==> config.mk <==
export PLATFORM = sky130hd
export DESIGN_NAME = mem_bus_ifc
export DESIGN_NICKNAME = d
export VERILOG_FILES = /design/src/rtl/puneh_bus_pkg.sv /design/src/rtl/bus_wait_timer.sv /design/src/rtl/mem_bus_ifc.sv
export SDC_FILE = /design/constraint.sdc
export NUM_CORES = 1
export LEC_CHECK = 0
export BUFFER_PORTS_ARGS = -buffer_cell sky130_fd_sc_hd__buf_2
export CORE_MARGIN = 5
export CORE_UTILIZATION = 35
export DETAILED_ROUTE_END_ITERATION = 8
export SYNTH_ARGS = -nofsm -noshare
export SYNTH_HDL_FRONTEND = slang
export SYNTH_SLANG_ARGS = --single-unit
==> constraint.sdc <==
create_clock -name clk -period 1.94 [get_ports clk]
set_input_delay 0.194 -clock clk [delete_from_list [all_inputs] [get_ports clk]]
set_output_delay 0.194 -clock clk [all_outputs]
set_load 0.01 [all_outputs]
==> src/rtl/puneh_bus_pkg.sv <==
// Shared types and widths for the PUNEH memory bus interface.
package puneh_bus_pkg;

  localparam int PUNEH_DW = 16;
  localparam int PUNEH_AW = 16;

  typedef enum logic [1:0] {
    IDLE   = 2'b00,
    ACCESS = 2'b01,
    DONE   = 2'b10
  } state_e;

endpackage

==> src/rtl/bus_wait_timer.sv <==
// Wait-state counter for a bus access; expired fires on the enabled cycle
// that brings the count up to TIMEOUT.
module bus_wait_timer #(
  parameter int unsigned TIMEOUT = 15
) (
  input  logic clk,
  input  logic rst,
  input  logic clr,
  input  logic en,
  output logic expired
);

  localparam int unsigned CW = $clog2(TIMEOUT + 1);
  localparam logic [CW-1:0] LAST = CW'(TIMEOUT - 1);

  logic [CW-1:0] cnt_q;

  always_ff @(posedge clk) begin
    if (rst || clr) begin
      cnt_q <= '0;
    end else if (en) begin
      cnt_q <= cnt_q + 1'b1;
    end
  end

  assign expired = en && (cnt_q == LAST);

endmodule

==> src/rtl/mem_bus_ifc.sv <==
// Single-request memory bus interface: IDLE -> ACCESS -> DONE.
// Optional access timeout enabled by defining BUS_TIMEOUT_EN.
module mem_bus_ifc
  import puneh_bus_pkg::*;
#(
  parameter int DW      = PUNEH_DW,
  parameter int AW      = PUNEH_AW,
  parameter int TIMEOUT = 15
) (
  input  logic          clk,
  input  logic          rst,
  input  logic          rd_req,
  input  logic          wr_req,
  input  logic [AW-1:0] addr,
  input  logic [DW-1:0] wdata,
  output logic          busy,
  output logic          done,
  output logic          err,
  output logic [DW-1:0] rdata,
  output logic [AW-1:0] mem_addr,
  output logic [DW-1:0] mem_wdata,
  output logic          mem_oe,
  output logic          mem_rd,
  output logic          mem_wr,
  input  logic [DW-1:0] mem_rdata,
  input  logic          mem_ready
);

  state_e        state_q;
  logic          busy_q, done_q, err_q, rd_q, wr_q;
  logic [DW-1:0] rdata_q, wdata_q;
  logic [AW-1:0] addr_q;
  logic          expired;

`ifdef BUS_TIMEOUT_EN
  bus_wait_timer #(
    .TIMEOUT (TIMEOUT)
  ) u_timer (
    .clk     (clk),
    .rst     (rst),
    .clr     (state_q != ACCESS),
    .en      ((state_q == ACCESS) && !mem_ready),
    .expired (expired)
  );
`else
  assign expired = 1'b0;
`endif

  always_ff @(posedge clk) begin
    if (rst) begin
      state_q <= IDLE;
      busy_q  <= 1'b0;
      done_q  <= 1'b0;
      err_q   <= 1'b0;
      rd_q    <= 1'b0;
      wr_q    <= 1'b0;
      rdata_q <= '0;
      wdata_q <= '0;
      addr_q  <= '0;
    end else begin
      done_q <= 1'b0;
      err_q  <= 1'b0;
      case (state_q)
        IDLE: begin
          if (rd_req || wr_req) begin
            // A simultaneous write is dropped; the read wins.
            addr_q  <= addr;
            rd_q    <= rd_req;
            wr_q    <= !rd_req;
            busy_q  <= 1'b1;
            if (!rd_req) wdata_q <= wdata;
            state_q <= ACCESS;
          end
        end
        ACCESS: begin
          if (mem_ready || expired) begin
            rd_q    <= 1'b0;
            wr_q    <= 1'b0;
            busy_q  <= 1'b0;
            done_q  <= 1'b1;
            err_q   <= !mem_ready;
            if (mem_ready && rd_q) rdata_q <= mem_rdata;
            state_q <= DONE;
          end
        end
        DONE:    state_q <= IDLE;
        default: state_q <= IDLE;
      endcase
    end
  end

  assign busy      = busy_q;
  assign done      = done_q;
  assign err       = err_q;
  assign rdata     = rdata_q;
  assign mem_addr  = addr_q;
  assign mem_wdata = wdata_q;
  assign mem_rd    = rd_q;
  assign mem_wr    = wr_q;
  assign mem_oe    = wr_q;

endmodule

==> results of run 1 <==
[cell type report]
type | instances | area share (%)
clock buffer | 6 | 2.68
clock inverter | 2 | 2.22
multi-input combinational | 169 | 30.0
sequential | 55 | 40.6
tap | 72 | 3.32
timing repair buffer | 110 | 21.1
[through the flow]
stage / setup slack, ns / utilization [%] / power [W]
floorplan: 0.504 / - / 0.00142
global placement: 0.263 / 46.3 / 0.00155
detailed placement: 0.260 / 46.3 / 0.00156
CTS: 0.238 / 48.6 / 0.00244
global route: 0.0604 / 48.6 / 0.00252
finish: 0.265 / 48.6 / 0.00239
[kinds of logic after synthesis]
kind of cell	Yosys count	share of synthesized area, %
buf+inv	21	5.84
compound gates	71	17.9
simple gates	97	22.0
other cells	1	0.184
flops	55	54.1
[cells in the final DEF (no fill, tap or decap)]
master,count
and4b_1,1
bufinv_16,2
nand3_1,16
a21oi_1,51
nand3b_1,1
nand2_1,66
a21oi_2,1
buf_2,106
or2_2,2
buf_12,1
conb_1,1
nor2b_1,1
or4b_4,1
o21ai_0,17
nand4b_1,1
dfxtp_1,55
buf_4,3
clkbuf_8,5
a21o_1,1
clkbuf_1,1
or3b_2,1
nor4b_4,1
o211ai_1,1
nor2_1,4
nand2b_1,2
[how the worst max path moves through the flow]
stage                       startpoint                    endpoint
2_1_floorplan  state_q[0]$_SDFFE_PP0P_  mem_wdata[15]$_SDFFE_PP0P_
3_3_place_gp   state_q[1]$_SDFFE_PP0P_     state_q[0]$_SDFFE_PP0P_
3_5_place_dp   state_q[0]$_SDFFE_PP0P_           busy$_SDFFE_PP0P_
4_1_cts        state_q[0]$_SDFFE_PP0P_           busy$_SDFFE_PP0P_
5_1_grt        state_q[0]$_SDFFE_PP0P_       rdata[1]$_SDFFE_PP0P_
6_report       state_q[0]$_SDFFE_PP0P_           busy$_SDFFE_PP0P_
[critical path, stage by stage (launching register included)]
cell     delay [ns]
dfxtp_1        0.41
nor2_1         0.84
nand2_1        0.17
a21oi_1        0.19
[metal layers]
metal	track usage (%)	wire (um)	up-vias
met3	5.70	666	7
met5	0	0	-
met4	3.54	71	0
met2	21.1	2170	87
met1	18.6	2340	861
li1	-	-	1003
[state kept, by name (all words and copies together), names as in the netlist]
signal	count
mem_oe	1
err	1
busy	1
done	1
state_q	2
rdata	16
mem_addr	16
mem_wdata	16
mem_rd	1
[power by group]
part	internal, W	total [W]	switching [W]
clock network	0.000516	0.000870	0.000354
registers	0.00119	0.00122	0.0000323
logic	0.000133	0.000306	0.000173
total	0.00184	0.00239	0.000560
==> out/results.tsv, run 1 <==
stage	metric	value	unit
synthesis	yosys_warnings	0	
synthesis	ys_top_cells_by_area	dfxtp_1, a21oi_1, nand2_1	
sta	period_minus_slack	1.67	ns
clock_network	postCtsHoldBufs	0	
worst_hold_path	hold_depth	3	
synthesis	netlist.area_leader.share	54.1	%
synthesis	synth_commonest_cells	nand2_1, dfxtp_1, a21oi_1	
synthesis	syn_area_per_cell	8.30	um2
routing	wl_per_cell	12.7	um
worst_setup_path	r2r_end	busy$_SDFFE_PP0P_	
worst_setup_path	critPathArrivalTime	1.91	ns
routing	drc_errors	0	
worst_setup_path	path_max_fanout	17	
final_layout	fin_area	0.00271	mm2
worst_setup_path	path_class	reg -> reg	
clock_network	cts_root_buf	clkbuf_8	
sta	fin_crit_sh	86.3	%
clock_network	cts_max_level	2	
floorplan	die_h	86.2	um
worst_hold_path	hold_class	in -> reg	
clock_network	cts_buffer_depth	2	
worst_hold_path	hold_path_end	rdata[13]$_SDFFE_PP0P_	
final_layout	drive_gt1_share	36.0	%
floorplan	ios	107	
synthesis	syn_nets	298	
clock_network	cts_resized	0	
sta	max_freq	0.597	GHz
worst_setup_path	rr_startpoint	state_q[0]$_SDFFE_PP0P_	
floorplan	fp.dieW	86.2	um
worst_setup_path	r2r_cells	3	
clock_network	clk_latency	0.30	ns
final_layout	fill_cells	574	
clock_network	cts.clk_slew.worst_paths	0.10	ns
floorplan	num_rows	27	
sta	setup_violations	0	
sta	fin_skew	0.00611	ns
synthesis	seq_area_frac_synth	54.1	%
sta	slew_violations	0	
power	p_per_area	883	mW/mm2
placed_design	dpl.hpwl	3690	um
synthesis	yosys.cell_types.count	25	
sta	max-slew-margin-rel	28.6	%
worst_setup_path	rrSetupSlack	0.27	ns
final_layout	regArea	0.00110	mm2
sta	fin_setup_tns	0	ns
power	irDropWorstVdd	0.000401	V
placed_design	placed_area	0.00258	mm2
flow_run	maxCapViolations	0	
worst_hold_path	hp-start	mem_rdata[13]	
clock_network	cts_setup_buffers	0	
global_routing	grt_start_max_net_pins	30	
floorplan	design.core.area	0.00557	mm2
placed_design	io_buffers	106	
final_layout	nets	394	
synthesis	async_flop_share	0	%
global_routing	grt_pass1_wl	8470	um
worst_setup_path	end_kind	flip-flop	
final_layout	antennaDiodeCount	0	
synthesis	yosys.area.top_type	dfxtp_1	
sta	fin_hold_ws	0.116	ns
synthesis	synth_top_flop_cell	dfxtp_1	
global_routing	grtUsageTotal	14.0	%
clock_network	cts_made_buffers	5	
sta	worst-slew-pin-transition	1.07	ns
routing	via_per_inst	4.73	
global_routing	overflow	0	
routing	postRouteWirelength	5240	um
synthesis	ys_ff_latch	55	
floorplan	start_util	36.5	%
synthesis	netlist_instances	245	
final_layout	final_cells	414	
synthesis	syn_area	0.00203	mm2
global_routing	grt_antenna_before_repair	0	
global_routing	grt_pass1_vias	1873	
routing	vias	1958	
clock_network	cts.sinks	55	
routing	drtIter0Drc	134	
worst_setup_path	cp-start-kind	flip-flop	
placed_design	numPlacedInstances	406	
clock_network	cts_tree	built	
final_layout	areaGrowthSynthToFinish	33.3	%
synthesis	synth_edf_count	0	
sta	rsz0062_at_grt	false	
run_status	status	finished clean	
routing	drtPass1Iterations	4	
synthesis	yosysMostFrequentCell	nand2_1	
placed_design	place_congestion	0.686	
sta	final-hold-violation-count	0	
routing	ant_nets	0	
floorplan	dieArea	0.00744	mm2
final_layout	multi_input_area	815	um2
worst_setup_path	crit_required	2.18	ns
power	p_leak	1.24	nW
No activity file was read; power rests on OpenSTA's default activity.
==> inputs of run 2 (changes only) <==
==> constraint.sdc (replaced) <==
create_clock -name clk -period 1.8 [get_ports clk]
set_input_delay 0.18 -clock clk [delete_from_list [all_inputs] [get_ports clk]]
set_output_delay 0.18 -clock clk [all_outputs]
set_load 0.01 [all_outputs]
==> run 2 against run 1 <==
  * Cell area is 0.28% lower
  * Total power is 3.0% higher
  * First-iteration DRC count is 43% lower
  * Hold slack worse by 0.016 ns
  * Wire length is 1.2% higher
  * Largest power group unchanged
  * Via count is 0.61% higher
  * Register-to-register slack better by 0.09 ns
  * Core utilization is 0.13 points lower
  * Final cell count is 0.72% higher
  * Combinational power is 10% higher
==> out/results.tsv, run 2 (same netlist as run 1, synthesis figures left out) <==
stage	metric	value	unit	change
sta	fin_skew	0.00936	ns	was 0.00611 ns
sta	final-hold-violation-count	0		unchanged
final_layout	antennaDiodeCount	0		unchanged
clock_network	cts_resized	0		unchanged
worst_setup_path	cp-start-kind	flip-flop		unchanged
clock_network	cts.sinks	55		unchanged
placed_design	numPlacedInstances	409		was 406
clock_network	postCtsHoldBufs	0		unchanged
floorplan	die_h	86.2	um	unchanged
sta	fin_crit_sh	80.3	%	was 86.3%
routing	vias	1970		was 1958
sta	max_freq	0.691	GHz	was 0.597 GHz
sta	period_minus_slack	1.45	ns	was 1.67 ns
placed_design	placed_area	0.00259	mm2	was 0.00258 mm2
routing	top_layer	met4		unchanged
worst_setup_path	r2r_end	mem_wdata[11]$_SDFFE_PP0P_		was busy$_SDFFE_PP0P_
clock_network	cts.clk_slew.worst_paths	0.10	ns	about the same
global_routing	overflow	0		unchanged
worst_setup_path	rrSetupSlack	0.35	ns	was 0.27 ns
routing	drtIter0Drc	77		was 134
clock_network	cts_max_level	2		unchanged
worst_setup_path	r2r_cells	4		was 3
routing	drc_errors	0		unchanged
final_layout	nets	397		was 394
floorplan	num_rows	27		unchanged
run_status	status	finished clean		unchanged
worst_setup_path	crit_required	1.97	ns	was 2.18 ns
placed_design	place_congestion	0.702		was 0.686
global_routing	grt_start_max_net_pins	29		was 30
routing	wl_per_cell	12.7	um	about the same
final_layout	drive_gt1_share	37.1	%	was 36.0%
clock_network	cts_root_buf	clkbuf_8		unchanged
power	irDropWorstVdd	0.000441	V	was 0.000401 V
final_layout	final_cells	417		was 414
final_layout	areaGrowthSynthToFinish	32.9	%	was 33.3%
placed_design	dpl.hpwl	3740	um	was 3690 um
routing	met2_length	2230	um	was 2170 um
global_routing	grt_pass1_vias	1854		was 1873
flow_run	maxCapViolations	0		unchanged
worst_hold_path	hold_depth	3		unchanged
routing	via_per_inst	4.72		was 4.73
clock_network	cts_tree	built		unchanged
final_layout	final_cell_mix	buf_2, nand2_1, dfxtp_1, a21oi_1, o21ai_0		unchanged
power	p_leak	1.24	nW	about the same
sta	slew_violations	0		unchanged
sta	rsz0062_at_grt	false		unchanged
floorplan	fp.dieW	86.2	um	unchanged
worst_setup_path	critPathArrivalTime	1.62	ns	was 1.91 ns
worst_hold_path	hp-start	mem_rdata[11]		was mem_rdata[13]
floorplan	dieArea	0.00744	mm2	unchanged
clock_network	clk_latency	0.31	ns	was 0.30 ns
final_layout	final_util	48.5	%	was 48.6%
floorplan	start_util	36.5	%	unchanged
floorplan	design.core.area	0.00557	mm2	unchanged
clock_network	cts_buffer_depth	2		unchanged
worst_hold_path	hold_path_end	rdata[11]$_SDFFE_PP0P_		was rdata[13]$_SDFFE_PP0P_
global_routing	grt_pass1_wl	8570	um	was 8470 um
worst_setup_path	path_max_fanout	17		unchanged
global_routing	grtUsageTotal	14.1	%	was 14.0%
final_layout	layout_commonest_cell	buf_2		unchanged
routing	postRouteWirelength	5310	um	was 5240 um
sta	setup_violations	0		unchanged
sta	worst-slew-pin-transition	0.668	ns	was 1.07 ns
final_layout	fin_area	0.00270	mm2	was 0.00271 mm2
power	total_power	0.00247	W	was 0.00239 W
worst_setup_path	end_kind	flip-flop		unchanged
sta	fin_setup_tns	0	ns	unchanged
worst_setup_path	path_class	reg -> reg		unchanged
clock_network	cts_setup_buffers	0		unchanged
routing	dr_wl_met3	598	um	was 666 um
power	p_per_area	912	mW/mm2	was 883 mW/mm2
worst_setup_path	rr_startpoint	state_q[0]$_SDFFE_PP0P_		unchanged
routing	wl_met1	2440	um	was 2340 um
routing	ant_nets	0		unchanged
sta	max-slew-margin-rel	55.4	%	was 28.6%
global_routing	grt_antenna_before_repair	0		unchanged
placed_design	io_buffers	106		unchanged
floorplan	ios	107		unchanged
clock_network	cts_made_buffers	5		unchanged
worst_hold_path	hold_class	in -> reg		unchanged
routing	drtPass1Iterations	4		unchanged
-- run 2: cell types whose count changed in the layout (fill, tap and decap cells not counted), sizes merged --
cell | previous run | this run
buf | 110 | 113
clkinv | 0 | 2
bufinv | 2 | 1
clkbuf | 6 | 5
-- run 2: final cells by class --
type                            instances  area (um2)
Fill cell                             592        2870
Tap cell                               72        90.1
Sequential cell                        55        1100
Clock buffer                            5        68.8
Multi-Input combinational cell        169         817
Clock inverter                          3        43.8
Timing Repair Buffer                  113         583
-- run 2: worst max-delay path, cell delays in order (launching register included) --
cell and delay, ns:
dfxtp_1 0.33, buf_4 0.16, or4b_4 0.64, nand2_1 0.11, a21oi_1 0.06
-- run 2: stage by stage --
stage	setup slack, ns	hold slack, ns
final	0.354	0.100
after floorplan	0.364	0.316
after CTS	0.0680	0.0875
after detailed placement	0.0692	0.424
after global placement	0.147	0.421
after global routing	0.271	0.0741
-- run 2: worst max-delay path by stage --
stage               slack [ns]                          to  cells after the start                    start
floorplan                 0.36  mem_wdata[15]$_SDFFE_PP0P_                      6  state_q[0]$_SDFFE_PP0P_
CTS                       0.07   mem_addr[10]$_SDFFE_PP0P_                      3  state_q[1]$_SDFFE_PP0P_
global route              0.27   mem_addr[10]$_SDFFE_PP0P_                      3  state_q[1]$_SDFFE_PP0P_
finish                    0.35  mem_wdata[11]$_SDFFE_PP0P_                      4  state_q[0]$_SDFFE_PP0P_
global placement          0.15     state_q[0]$_SDFFE_PP0P_                      3  state_q[1]$_SDFFE_PP0P_
detailed placement        0.07   mem_addr[10]$_SDFFE_PP0P_                      3  state_q[1]$_SDFFE_PP0P_
-- run 2: power breakdown --
| group | total, W | internal, W | switching (W) |
|---|---|---|---|
| clock network | 0.000817 | 0.000415 | 0.000403 |
| registers | 0.00131 | 0.00128 | 0.0000318 |
| logic | 0.000338 | 0.000146 | 0.000192 |
-- run 2: metal layers --
| metal | vias up | global-route usage (%) |
|---|---|---|
| met5 | - | 0 |
| met4 | 0 | 2.97 |
| met3 | 6 | 6.46 |
| met2 | 79 | 21.6 |
| met1 | 876 | 18.5 |
| li1 | 1009 | - |
==> inputs of run 3 (changes only) <==
--- a/config.mk
+++ b/config.mk
@@ -9,6 +9,7 @@
 export CORE_MARGIN = 5
 export CORE_UTILIZATION = 35
 export DETAILED_ROUTE_END_ITERATION = 8
+export PLACE_DENSITY = 0.67
 export SYNTH_ARGS = -nofsm -noshare
 export SYNTH_HDL_FRONTEND = slang
 export SYNTH_SLANG_ARGS = --single-unit
==> constraint.sdc (replaced) <==
create_clock -name clk -period 1.33 [get_ports clk]
set_input_delay 0.133 -clock clk [delete_from_list [all_inputs] [get_ports clk]]
set_output_delay 0.133 -clock clk [all_outputs]
set_load 0.01 [all_outputs]
==> run 3 against run 2 <==
  * Clock power increased by 7.5%
  * Combinational power up 42%
  * Core utilization increased by 0.58 points
  * Clock skew is 0.0027 ns lower
  * Clock-buffer cell count rose by 1
  * Final cell count increased by 0.72%
  * Critical path type unchanged
==> out/results.tsv, run 3 (same netlist as run 1, synthesis figures left out) <==
stage	metric	value	unit	change
run_status	status	finished clean		unchanged
final_layout	fill_cells	590		was 592
routing	drtPass1Iterations	4		unchanged
worst_setup_path	path_max_fanout	17		unchanged
clock_network	cts_buffer_depth	2		unchanged
flow_run	maxCapViolations	0		unchanged
placed_design	placed_area	0.00265	mm2	was 0.00259 mm2
placed_design	place_congestion	0.717		was 0.702
routing	ant_nets	0		unchanged
final_layout	regArea	0.00110	mm2	about the same
final_layout	final_cell_mix	buf_2, nand2_1, dfxtp_1, a21oi_1, o21ai_0		unchanged
clock_network	cts_max_level	2		unchanged
floorplan	start_util	36.5	%	unchanged
floorplan	num_rows	27		unchanged
final_layout	fin_area	0.00274	mm2	was 0.00270 mm2
power	p_per_area	1140	mW/mm2	was 912 mW/mm2
clock_network	cts_root_buf	clkbuf_8		unchanged
floorplan	die_h	86.2	um	unchanged
sta	fin_skew	0.00664	ns	was 0.00936 ns
final_layout	final_cells	420		was 417
routing	via_per_inst	4.61		was 4.72
worst_setup_path	crit_required	1.52	ns	was 1.97 ns
floorplan	fp.dieW	86.2	um	unchanged
global_routing	grt_start_max_net_pins	55		was 29
sta	fin_setup_tns	0	ns	unchanged
worst_setup_path	r2r_end	mem_wdata[13]$_SDFFE_PP0P_		was mem_wdata[11]$_SDFFE_PP0P_
sta	setup_violations	0		unchanged
worst_setup_path	rr_startpoint	state_q[0]$_SDFFE_PP0P_		unchanged
global_routing	grt_pass1_vias	1856		was 1854
clock_network	postCtsHoldBufs	0		unchanged
worst_hold_path	hold_class	in -> reg		unchanged
worst_setup_path	critPathLaunch	state_q[0]$_SDFFE_PP0P_		unchanged
sta	period_minus_slack	1.29	ns	was 1.45 ns
final_layout	drive_gt1_share	37.6	%	was 37.1%
power	p_leak	1.25	nW	was 1.24 nW
floorplan	ios	107		unchanged
floorplan	design.core.area	0.00557	mm2	unchanged
final_layout	antennaDiodeCount	0		unchanged
global_routing	overflow	0		unchanged
clock_network	cts.sinks	55		unchanged
routing	wl_per_cell	12.6	um	was 12.7 um
worst_setup_path	end_kind	flip-flop		unchanged
routing	postRouteWirelength	5300	um	was 5310 um
worst_setup_path	path_cells	or4b_4 > nand2_1 > a21oi_1		was buf_4 > or4b_4 > nand2_1 > a21oi_1
worst_setup_path	slowest_delay	0.64	ns	about the same
worst_setup_path	path_class	reg -> reg		unchanged
sta	rsz0062_at_grt	true		was false
worst_setup_path	cp-start-kind	flip-flop		unchanged
global_routing	grt_pass1_wl	8430	um	was 8570 um
routing	drtIter0Drc	95		was 77
sta	slew_violations	0		unchanged
sta	final-hold-violation-count	0		unchanged
final_layout	nets	400		was 397
sta	fin_crit_sh	97.0	%	was 80.3%
placed_design	dpl.hpwl	3770	um	was 3740 um
floorplan	dieArea	0.00744	mm2	unchanged
global_routing	grtUsageTotal	14.0	%	was 14.1%
clock_network	cts.clk_slew.worst_paths	0.09	ns	was 0.10 ns
routing	vias	1936		was 1970
worst_setup_path	endpoint	mem_wdata[13]$_SDFFE_PP0P_		was mem_wdata[11]$_SDFFE_PP0P_
worst_setup_path	slowest_stage	or4b_4		unchanged
final_layout	multi_input_area	815	um2	was 817 um2
clock_network	cts_made_buffers	5		unchanged
worst_hold_path	hp-start	mem_rdata[11]		unchanged
final_layout	areaGrowthSynthToFinish	34.5	%	was 32.9%
sta	max_freq	0.775	GHz	was 0.691 GHz
placed_design	numPlacedInstances	412		was 409
global_routing	grt_antenna_before_repair	0		unchanged
worst_setup_path	r2r_cells	3		was 4
final_layout	layout_commonest_cell	buf_2		unchanged
routing	drc_errors	0		unchanged
clock_network	cts_tree	built		unchanged
power	irDropWorstVdd	0.000427	V	was 0.000441 V
worst_setup_path	critPathArrivalTime	1.48	ns	was 1.62 ns
clock_network	clk_latency	0.30	ns	was 0.31 ns
worst_setup_path	rrSetupSlack	0.04	ns	was 0.35 ns
placed_design	io_buffers	106		unchanged
run 3: changes by cell type in the layout (fill, tap and decap cells not counted):
cell / previous run / this run
nor2_2: 1 / 0
dfxtp_2: 0 / 2
dfxtp_1: 55 / 53
nor2_1: 3 / 4
clkinv_4: 1 / 0
clkbuf_1: 0 / 1
buf_12: 0 / 3
bufinv_16: 1 / 0
clkinvlp_4: 0 / 1
run 3: final cells by class:
cell class                      count  area share (%)
Timing Repair Buffer              116            23.5
Clock buffer                        6            2.65
Clock inverter                      2           0.457
Multi-Input combinational cell    169            29.8
Tap cell                           72            3.29
Sequential cell                    55            40.3
run 3: what timing repair did:
action,CTS,global route
setup endpoints to repair,0,16
resized for setup,0,2
setup buffers,0,0
run 3: how the worst min path moves through the flow:
stage / depth (start not counted) / endpoint
2_1_floorplan: 2 / mem_wdata[0]$_SDFFE_PP0P_
3_3_place_gp: 3 / mem_wdata[0]$_SDFFE_PP0P_
3_5_place_dp: 3 / rdata[11]$_SDFFE_PP0P_
4_1_cts: 3 / rdata[11]$_SDFFE_PP0P_
5_1_grt: 3 / mem_wdata[7]$_SDFFE_PP0P_
6_report: 3 / rdata[11]$_SDFFE_PP0P_
run 3: worst max-delay path, delay by kind of cell, from the launching register on:
kind	cells	cell delay, ns
and+or+nand+nor	2	0.75
DFF	1	0.35
AOI/OAI and AO/OA	1	0.07
run 3: layer usage:
metal  vias up  wire, um  track usage, %
li1       1019         -               -
met1       857      2200            15.5
met2        55      2640            26.1
met3         5       389            3.71
met4         0        69            4.25
met5         -         0               0
run 3: report_power, final:
group          switching [W]  internal, W
clock               0.000509     0.000369
sequential         0.0000427      0.00173
combinational       0.000263     0.000218
total               0.000814      0.00232
run 3: through the flow:
stage	setup slack [ns]	total power, W	hold WS, ns	utilization, %
6_report	0.0399	0.00313	0.0572	49.1
5_1_grt	-0.00981	0.00332	0.0455	49.1
4_1_cts	0.0134	0.00320	0.0413	49.0
3_5_place_dp	0.0245	0.00230	0.380	47.5
3_3_place_gp	0.0587	0.00229	0.374	47.5
2_1_floorplan	-0.0880	0.00208	0.269	-
